[config.mk]
export PLATFORM = sky130hd
export DESIGN_NAME = debug_reg_dumper
export DESIGN_NICKNAME = d
export VERILOG_FILES = /design/src/rtl/debug_reg_dumper_pkg.sv /design/src/rtl/debug_reg_dumper_word_serializer.sv /design/src/rtl/debug_reg_dumper.sv
export SDC_FILE = /design/constraint.sdc
export NUM_CORES = 1
export LEC_CHECK = 0
export ABC_CLOCK_PERIOD_IN_PS = 4350
export CAP_MARGIN = 30
export CORE_UTILIZATION = 51
export CTS_BUF_LIST = sky130_fd_sc_hd__clkbuf_8
export DETAILED_ROUTE_END_ITERATION = 12
export PLACE_DENSITY = 0.83
export SLEW_MARGIN = 10
export SYNTH_ARGS = -nofsm -noshare
export SYNTH_HDL_FRONTEND = slang
export SYNTH_SLANG_ARGS = --single-unit
[constraint.sdc]
create_clock -name clk -period 4.35 [get_ports clk]
set_input_delay 0.435 -clock clk [delete_from_list [all_inputs] [get_ports clk]]
set_output_delay 0.435 -clock clk [all_outputs]
set_load 0.02 [all_outputs]
[src/rtl/debug_reg_dumper_pkg.sv]
// Shared constants and FSM encoding for the debug register dumper.
package debug_reg_dumper_pkg;

  localparam int unsigned LEN_DATA       = 32;
  localparam int unsigned NUM_BITS       = 5;
  localparam int unsigned DEPTH          = 32;
  localparam int unsigned LEN_BYTE       = 8;
  localparam int unsigned BYTES_PER_WORD = LEN_DATA / LEN_BYTE;
  localparam int unsigned BYTE_CNT_W     = (BYTES_PER_WORD > 1) ? $clog2(BYTES_PER_WORD) : 1;

  typedef enum logic [2:0] {
    ST_IDLE = 3'd0,
    ST_LOAD = 3'd1,
    ST_SEND = 3'd2,
    ST_WAIT = 3'd3,
    ST_DONE = 3'd4
  } state_e;

endpackage

[src/rtl/debug_reg_dumper_word_serializer.sv]
// Holds one register word and hands it out MSB-first, one byte at a time.
module debug_reg_dumper_word_serializer
  import debug_reg_dumper_pkg::*;
#(
  parameter int unsigned len_data = LEN_DATA,
  parameter int unsigned len_byte = LEN_BYTE
) (
  input  logic                clk,
  input  logic                reset,
  input  logic                load,
  input  logic                advance,
  input  logic [len_data-1:0] word_in,
  output logic [len_byte-1:0] byte_out_c,
  output logic                last_byte
);

  localparam int unsigned BPW   = len_data / len_byte;
  localparam int unsigned CNT_W = (BPW > 1) ? $clog2(BPW) : 1;

  logic [len_data-1:0] shift_q, shift_d;
  logic [CNT_W-1:0]    byte_cnt_q, byte_cnt_d;
  logic                last_byte_q, last_byte_d;

  // Next word/byte position; load wins over advance.
  always_comb begin
    shift_d    = shift_q;
    byte_cnt_d = byte_cnt_q;
    if (load) begin
      shift_d    = word_in;
      byte_cnt_d = '0;
    end else if (advance) begin
      shift_d    = shift_q << len_byte;
      byte_cnt_d = byte_cnt_q + CNT_W'(1);
    end
    last_byte_d = (byte_cnt_d == CNT_W'(BPW - 1));
  end

  // Shift register, byte counter and last-byte flag.
  always_ff @(posedge clk or posedge reset) begin
    if (reset) begin
      shift_q     <= '0;
      byte_cnt_q  <= '0;
      last_byte_q <= (BPW == 1);
    end else begin
      shift_q     <= shift_d;
      byte_cnt_q  <= byte_cnt_d;
      last_byte_q <= last_byte_d;
    end
  end

  // Byte that will be at the top once this cycle's load/advance lands.
  assign byte_out_c = shift_d[len_data-1 -: len_byte];
  assign last_byte  = last_byte_q;

endmodule

[src/rtl/debug_reg_dumper.sv]
// Dumps every register over the UART TX handshake on a rising halt edge.
module debug_reg_dumper
  import debug_reg_dumper_pkg::*;
#(
  parameter int unsigned len_data = LEN_DATA,
  parameter int unsigned num_bits = NUM_BITS,
  parameter int unsigned depth    = DEPTH,
  parameter int unsigned len_byte = LEN_BYTE
) (
  input  logic                clk,
  input  logic                reset,
  input  logic                halt_flag_d,
  output logic [num_bits-1:0] read_register,
  input  logic [len_data-1:0] read_data,
  output logic [len_byte-1:0] tx_data,
  output logic                tx_start,
  input  logic                tx_done,
  output logic                busy,
  output logic                dump_done
);

  state_e              state_q, state_d;
  logic                halt_prev_q, halt_prev_d;
  logic [num_bits-1:0] reg_idx_q, reg_idx_d;
  logic [len_byte-1:0] tx_data_q, tx_data_d;
  logic                tx_start_q, tx_start_d;
  logic                busy_q, busy_d;
  logic                dump_done_q, dump_done_d;

  logic                ser_load_c;
  logic                ser_advance_c;
  logic [len_byte-1:0] ser_byte_c;
  logic                ser_last_byte;

  debug_reg_dumper_word_serializer #(
    .len_data (len_data),
    .len_byte (len_byte)
  ) u_word_serializer (
    .clk        (clk),
    .reset      (reset),
    .load       (ser_load_c),
    .advance    (ser_advance_c),
    .word_in    (read_data),
    .byte_out_c (ser_byte_c),
    .last_byte  (ser_last_byte)
  );

  // Next state and registered-output lookahead.
  always_comb begin
    state_d       = state_q;
    halt_prev_d   = halt_flag_d;
    reg_idx_d     = reg_idx_q;
    tx_data_d     = tx_data_q;
    ser_load_c    = 1'b0;
    ser_advance_c = 1'b0;

    unique case (state_q)
      ST_IDLE: begin
        if (halt_flag_d && !halt_prev_q) begin
          reg_idx_d = '0;
          state_d   = ST_LOAD;
        end
      end
      ST_LOAD: begin
        ser_load_c = 1'b1;
        state_d    = ST_SEND;
      end
      ST_SEND: begin
        state_d = ST_WAIT;
      end
      ST_WAIT: begin
        if (tx_done) begin
          if (ser_last_byte) begin
            if (reg_idx_q == num_bits'(depth - 1)) begin
              state_d = ST_DONE;
            end else begin
              reg_idx_d = reg_idx_q + num_bits'(1);
              state_d   = ST_LOAD;
            end
          end else begin
            ser_advance_c = 1'b1;
            state_d       = ST_SEND;
          end
        end
      end
      ST_DONE: begin
        reg_idx_d = '0;
        state_d   = ST_IDLE;
      end
      default: begin
        state_d = ST_IDLE;
      end
    endcase

    // Outputs follow the state being entered so they line up with it.
    tx_start_d  = (state_d == ST_SEND);
    busy_d      = (state_d != ST_IDLE);
    dump_done_d = (state_d == ST_DONE);
    if (state_d == ST_SEND) begin
      tx_data_d = ser_byte_c;
    end
  end

  // State and output registers.
  always_ff @(posedge clk or posedge reset) begin
    if (reset) begin
      state_q     <= ST_IDLE;
      halt_prev_q <= 1'b0;
      reg_idx_q   <= '0;
      tx_data_q   <= '0;
      tx_start_q  <= 1'b0;
      busy_q      <= 1'b0;
      dump_done_q <= 1'b0;
    end else begin
      state_q     <= state_d;
      halt_prev_q <= halt_prev_d;
      reg_idx_q   <= reg_idx_d;
      tx_data_q   <= tx_data_d;
      tx_start_q  <= tx_start_d;
      busy_q      <= busy_d;
      dump_done_q <= dump_done_d;
    end
  end

  assign read_register = reg_idx_q;
  assign tx_data       = tx_data_q;
  assign tx_start      = tx_start_q;
  assign busy          = busy_q;
  assign dump_done     = dump_done_q;

endmodule

==> After elaboration in Yosys (flattened, before gate mapping) <==
Cells that the tools add are included.
{ "totals": {"ff_bits": 55, "inputBits": 36, "out_inout_bits": 16, "word_cells": 50} }
{ "classes": {"addsub": 2, "n_eq_ne": 12, "n_mux": 18, "n_reduce_logical": 7} }
{ "op_table": {"columns": ["operator", "n"], "rows": [
  ["two-way mux 32 bit", 2],
  ["two-way mux 5 bit", 4],
  ["case mux 5 bit (3 select lines)", 1],
  ["two-way mux 3 bit", 4],
  ["case mux 3 bit (4 select lines)", 1],
  ["== test 3 x 2 -> 1 bit, second input constant", 3],
  ["== test 3 bit, second input constant", 2],
  ["!= test 2 bit, second input constant", 3],
  ["nonzero test 3 bit", 2],
  ["adder 5 x 1 -> 5 bit, second input constant", 1],
  ["== test 5 bit, second input constant", 1],
  ["AND reduction 5 bit", 1],
  ["two-way mux 1 bit", 4],
  ["two-way mux 2 bit", 2],
  ["== test 3 x 1 -> 1 bit, second input constant", 1],
  ["logical NOT 3 bit", 1],
  ["adder 2 x 1 -> 2 bit, second input constant", 1],
  ["== test 2 bit, second input constant", 1],
  ["!= test 2 x 1 -> 1 bit, second input constant", 1],
  ["nonzero test 2 bit", 1],
  ["logical AND 1 bit", 1],
  ["logical NOT 1 bit", 1]
]} }

==> Logic depth before layout (Yosys ltp) <==
{ "depth": {"ltp_word": 6, "depth_mapped": 7, "ltp_nobuf": 6} }

==> Cells and area by module <==
Synthesis repeated with hierarchy kept, for this count alone.
{ "unflattened": {"hier_cells": 228, "area_unflattened_um2": 2576.2} }
{ "by_module_without_submodules": {"columns": ["mod", "n_inst", "cells_per_inst", "area_per_inst_um2", "seq_area_each_um2"], "rows": [
  ["debug_reg_dumper_word_serializer", 1, 157, 1655.3, 875.8],
  ["debug_reg_dumper", 1, 71, 920.9, 500.5]
]} }

==> Worst setup path after synthesis <==
Ideal clock, no wire load.
{ "synth_timing": {"kind": "reg2reg", "startpoint": "register reg_idx_q[0] (netlist: read_register[0])", "endpoint": "register reg_idx_q[0] (netlist: read_register[0])", "arrival_time_ns": 1.701, "setup_slack_ns": 2.524, "stages_incl_launch_ff": 7, "n_path_buf": 0, "period_less_slack_ns": 1.826, "cell_sequence": "dfrtp_1 ha_1 and3_1 ha_1 nor3_2 nor2_1 mux2_2"} }
{ "synth_via": {"elab_chain_cells": 5} }
{ "synth_lines": {"columns": ["item", "line", "text"], "rows": [
  ["from (decl)", "debug_reg_dumper.sv:24", "logic [num_bits-1:0] reg_idx_q, reg_idx_d;"],
  ["from (signal assigned)", "debug_reg_dumper.sv:117", "reg_idx_q <= reg_idx_d;"],
  ["adder 5 x 1 -> 5 bit", "debug_reg_dumper.sv:77", "reg_idx_d = reg_idx_q + num_bits'(1);"],
  ["two-way mux 5 bit", "debug_reg_dumper.sv:74", "if (reg_idx_q == num_bits'(depth - 1)) begin"],
  ["two-way mux 5 bit", "debug_reg_dumper.sv:73", "if (ser_last_byte) begin"],
  ["two-way mux 5 bit", "debug_reg_dumper.sv:72", "if (tx_done) begin"],
  ["case mux 5 bit (3 select lines)", "debug_reg_dumper.sv:57", "unique case (state_q)"]
]} }
Parallel ways exist; a longest one is shown, timed or not. The select of a mux whose other input is x is not followed.
A chain may end at the register's enable or synchronous reset.

==> Final worst setup path <==
{ "layout_timing": {"startpoint": "input tx_done", "endpoint": "register u_word_serializer.shift_q[15]"} }
{ "layout_via": {"elab_chain_cells": 3} }
{ "layout_lines": {"columns": ["item", "line", "text"], "rows": [
  ["from (decl)", "debug_reg_dumper.sv:17", "input logic tx_done,"],
  ["two-way mux 1 bit", "debug_reg_dumper.sv:72", null],
  ["two-way mux 1 bit", "debug_reg_dumper.sv:57", null],
  ["nonzero test 2 bit (no source line)", null, null],
  ["to (signal assigned)", "debug_reg_dumper_word_serializer.sv:45", "shift_q <= shift_d;"],
  ["to (decl)", "debug_reg_dumper_word_serializer.sv:20", "logic [len_data-1:0] shift_q, shift_d;"]
]} }
No other way between the ends.

==> impl_results.md <==
* Final Critical Period at 2.07 ns
* Worst IR Drop VDD at 0.000395 V
* Max Cap Viol at 0
* Antenna violations before repair at 0
* Total power at 1.57 mW
* Commonest cells post-synth: 56 x nand2_1, 47 x dfrtp_1, 27 x a21oi_1, 27 x nor2_1
* Final Util at 70.6%
* Synth area leader: dfrtp_1
* Root buffer cell: clkbuf_8
* NetSw at 0.581 mW
* Syn. warnings at 0
* DRC violations left at 0
* Skew-Pair Late Insertion Delay at 0.30 ns
* GRT Overall Usage at 22.1%
* RSZ-0062 raised after global routing: no
* Die Y at 65.5 um
* Fill cells at 307
* Post-route setup TNS at 0 ns
* CTS sink count at 47
* Clock Tree Buf Depth at 2
* Synth Flop Type: dfrtp_1
* Syn-to-layout area delta at 29.7%
* Hold crit path type: in2async
* Vias in the first global route at 1515
* Final Max Tran Viols at 0
* Post-Syn Instances at 221
* Critical path type: in2reg
* Register area share after synthesis at 57.2%
* Placed Cells at 307
* DR vias/cell at 5.20
* Postcts setup bufs at 0
* CP max FO at 25
* CTS H-tree lvls at 2
* Final Non-Filler Cells at 316
* Post-DP HPWL at 2.76 mm
* Synthesized cell area at 2050 sq um
* # resized after CTS at 0
* Die width at 65.5 um
* Synthesized net count at 259
* Int Pwr at 0.984 mW
* Fmax at 483 MHz
* Final Cycle Share at 47.6%
* Pre-Repair DR Iteration Count at 5
* Max Clock Skew at 0.00882 ns
* Final #Nets at 305
* WP data required at 4.57 ns
* Worst setup SP type: input pin
* Total number of vias at 1643
* Endpoints failing setup at 0
* Num CTS Buffers at 5
* Hold_buf cts at 0
* Clk pwr share at 15.3%
* Leak at 1.25 nW
* Total die area at 4290 sq um
* Seq pwr share at 45.8%
* Core area at 3770 sq um
* Register bit total from synthesis at 47
* Logic pwr share at 38.9%
* CTS tree: done
* Slew headroom at 42.2%
* Num rows at 22
* Post-synth top area share at 57.2%
* Grt ovf at 0
* DR iter-0 viols at 115
* PD cells at 588 nW/um^2
* Distinct cells, synth at 29
* Post-synth EDFFs at 0
* Syn Area/Cell at 9.30 sq um
* Switching share of total power at 37.1%
* PortBufs at 51
* Ys async rst share at 100%
* Hold Vio Cnt, Final at 0
* Fraction of layout instances using a drive strength above 1 at 4.85%
* Count leader, synth: nand2_1
* Antenna viol nets, final at 0
* Worst-Margin Slew at 0.867 ns
* DR WL/cell at 12.8 um
* Worst EP arrival at 2.29 ns
* # diodes at 0
* Starting density of the core at 54.5%
* Top cells by area, synth: dfrtp_1 57%, nand2_1 10%, a21oi_1 6.6%
* Clock-pin slew on the worst setup and hold paths at 0.08 ns
* Crit end category: flip-flop
* Routed wire length at 4.05 mm
* First-pass GRT wire length at 7.01 mm
* Io pins at 52
* Largest net degree at the start of global routing at 48
* GP Congestion at 0.799
* Status: finished, final reports clean
-- worst max-delay path, cell delays in order --
cell             delay, ns
clkdlybuf4s50_1       0.51
nor2b_1               0.25
and2_1                0.72
a21oi_1               0.18
a21oi_1               0.18
-- final timing paths --
kind / from / endpoint / slack, ns / depth (start not counted)
max in group asynchronous: reset / u_word_serializer.shift_q[4]$_DFFE_PP0P_ / 3.44 / 3
worst min register to register: u_word_serializer.shift_q[10]$_DFFE_PP0P_ / u_word_serializer.shift_q[10]$_DFFE_PP0P_ / 0.48 / 2
min in group clk: u_word_serializer.shift_q[10]$_DFFE_PP0P_ / u_word_serializer.shift_q[10]$_DFFE_PP0P_ / 0.48 / 2
worst max register to register: state_q[0]$_DFF_PP0_ / u_word_serializer.shift_q[16]$_DFFE_PP0P_ / 2.38 / 5
worst max-delay path: tx_done / u_word_serializer.shift_q[15]$_DFFE_PP0P_ / 2.28 / 5
worst min-delay path: reset / tx_data[3]$_DFFE_PP0N_ / 0.43 / 2
-- layout make-up --
type	instances	area, sq um	share of cell area, %
Timing Repair Buffer	53	538	20.2
Clock inverter	3	12.5	0.470
Multi-Input combinational cell	156	793	29.8
Clock buffer	5	68.8	2.58
Sequential cell	47	1180	44.2
Tap cell	48	60.1	2.25
Inverter	4	15.0	0.564
-- flip-flops by register name, summed over array words and instances (netlist names) --
register                      flops
tx_data                           8
busy                              1
tx_start                          1
u_word_serializer.shift_q        24
read_register                     5
dump_done                         1
u_word_serializer.byte_cnt_q      2
state_q                           3
u_word_serializer.last_byte       1
halt_prev_q                       1
-- power by group through the flow --
stage | clock network [mW] | registers, mW | logic, mW
floorplan | 0 | 0.759 | 0.364
global placement | 0 | 0.714 | 0.587
detailed placement | 0 | 0.724 | 0.608
CTS | 0.247 | 0.716 | 0.611
global route | 0.273 | 0.738 | 0.685
finish | 0.240 | 0.717 | 0.609
-- per-layer routing --
metal  wire, um  vias up  share of wire, %  track usage (%)
met1       1850      761                46             29.6
met3        190        6               4.7             6.42
met2       1930       51                48             33.8
li1           -      825                 -                -
met4         72        0               1.8             8.70
met5          0        -                 0                0
-- per-stage QoR --
step | instance area (sq um) | hold WS, ns | setup WS (ns)
global placement | 2560 | 0.463 | 2.04
detailed placement | 2560 | 0.464 | 1.99
CTS | 2640 | 0.485 | 2.29
finish | 2660 | 0.426 | 2.28
floorplan | 2050 | 0.446 | 2.52
global route | 2660 | 0.462 | 2.08
-- placed cells by master (no fill, tap or decap), drive strengths merged, types with 3 or more instances in the layout --
cell           count
clkbuf             5
nor2              27
nand3             11
nor3               3
xnor2              3
inv                6
nand2             56
a22oi             11
a21oi             27
dfrtp             47
clkdlybuf4s50     51
-- logic make-up (layout without fill, tap and decap cells) --
kind of cell,Yosys count,after routing,synth area share (%)
AOI/OAI and AO/OA,43,43,12.5
xor gates and xnor gates,4,4,1.71
adders and majority gates,2,2,1.22
buffers and inverters,18,65,4.44
DFF,47,47,57.2
muxes,1,1,0.548
and+or+nand+nor,106,106,22.4
Power figures use the tool's default switching activity.
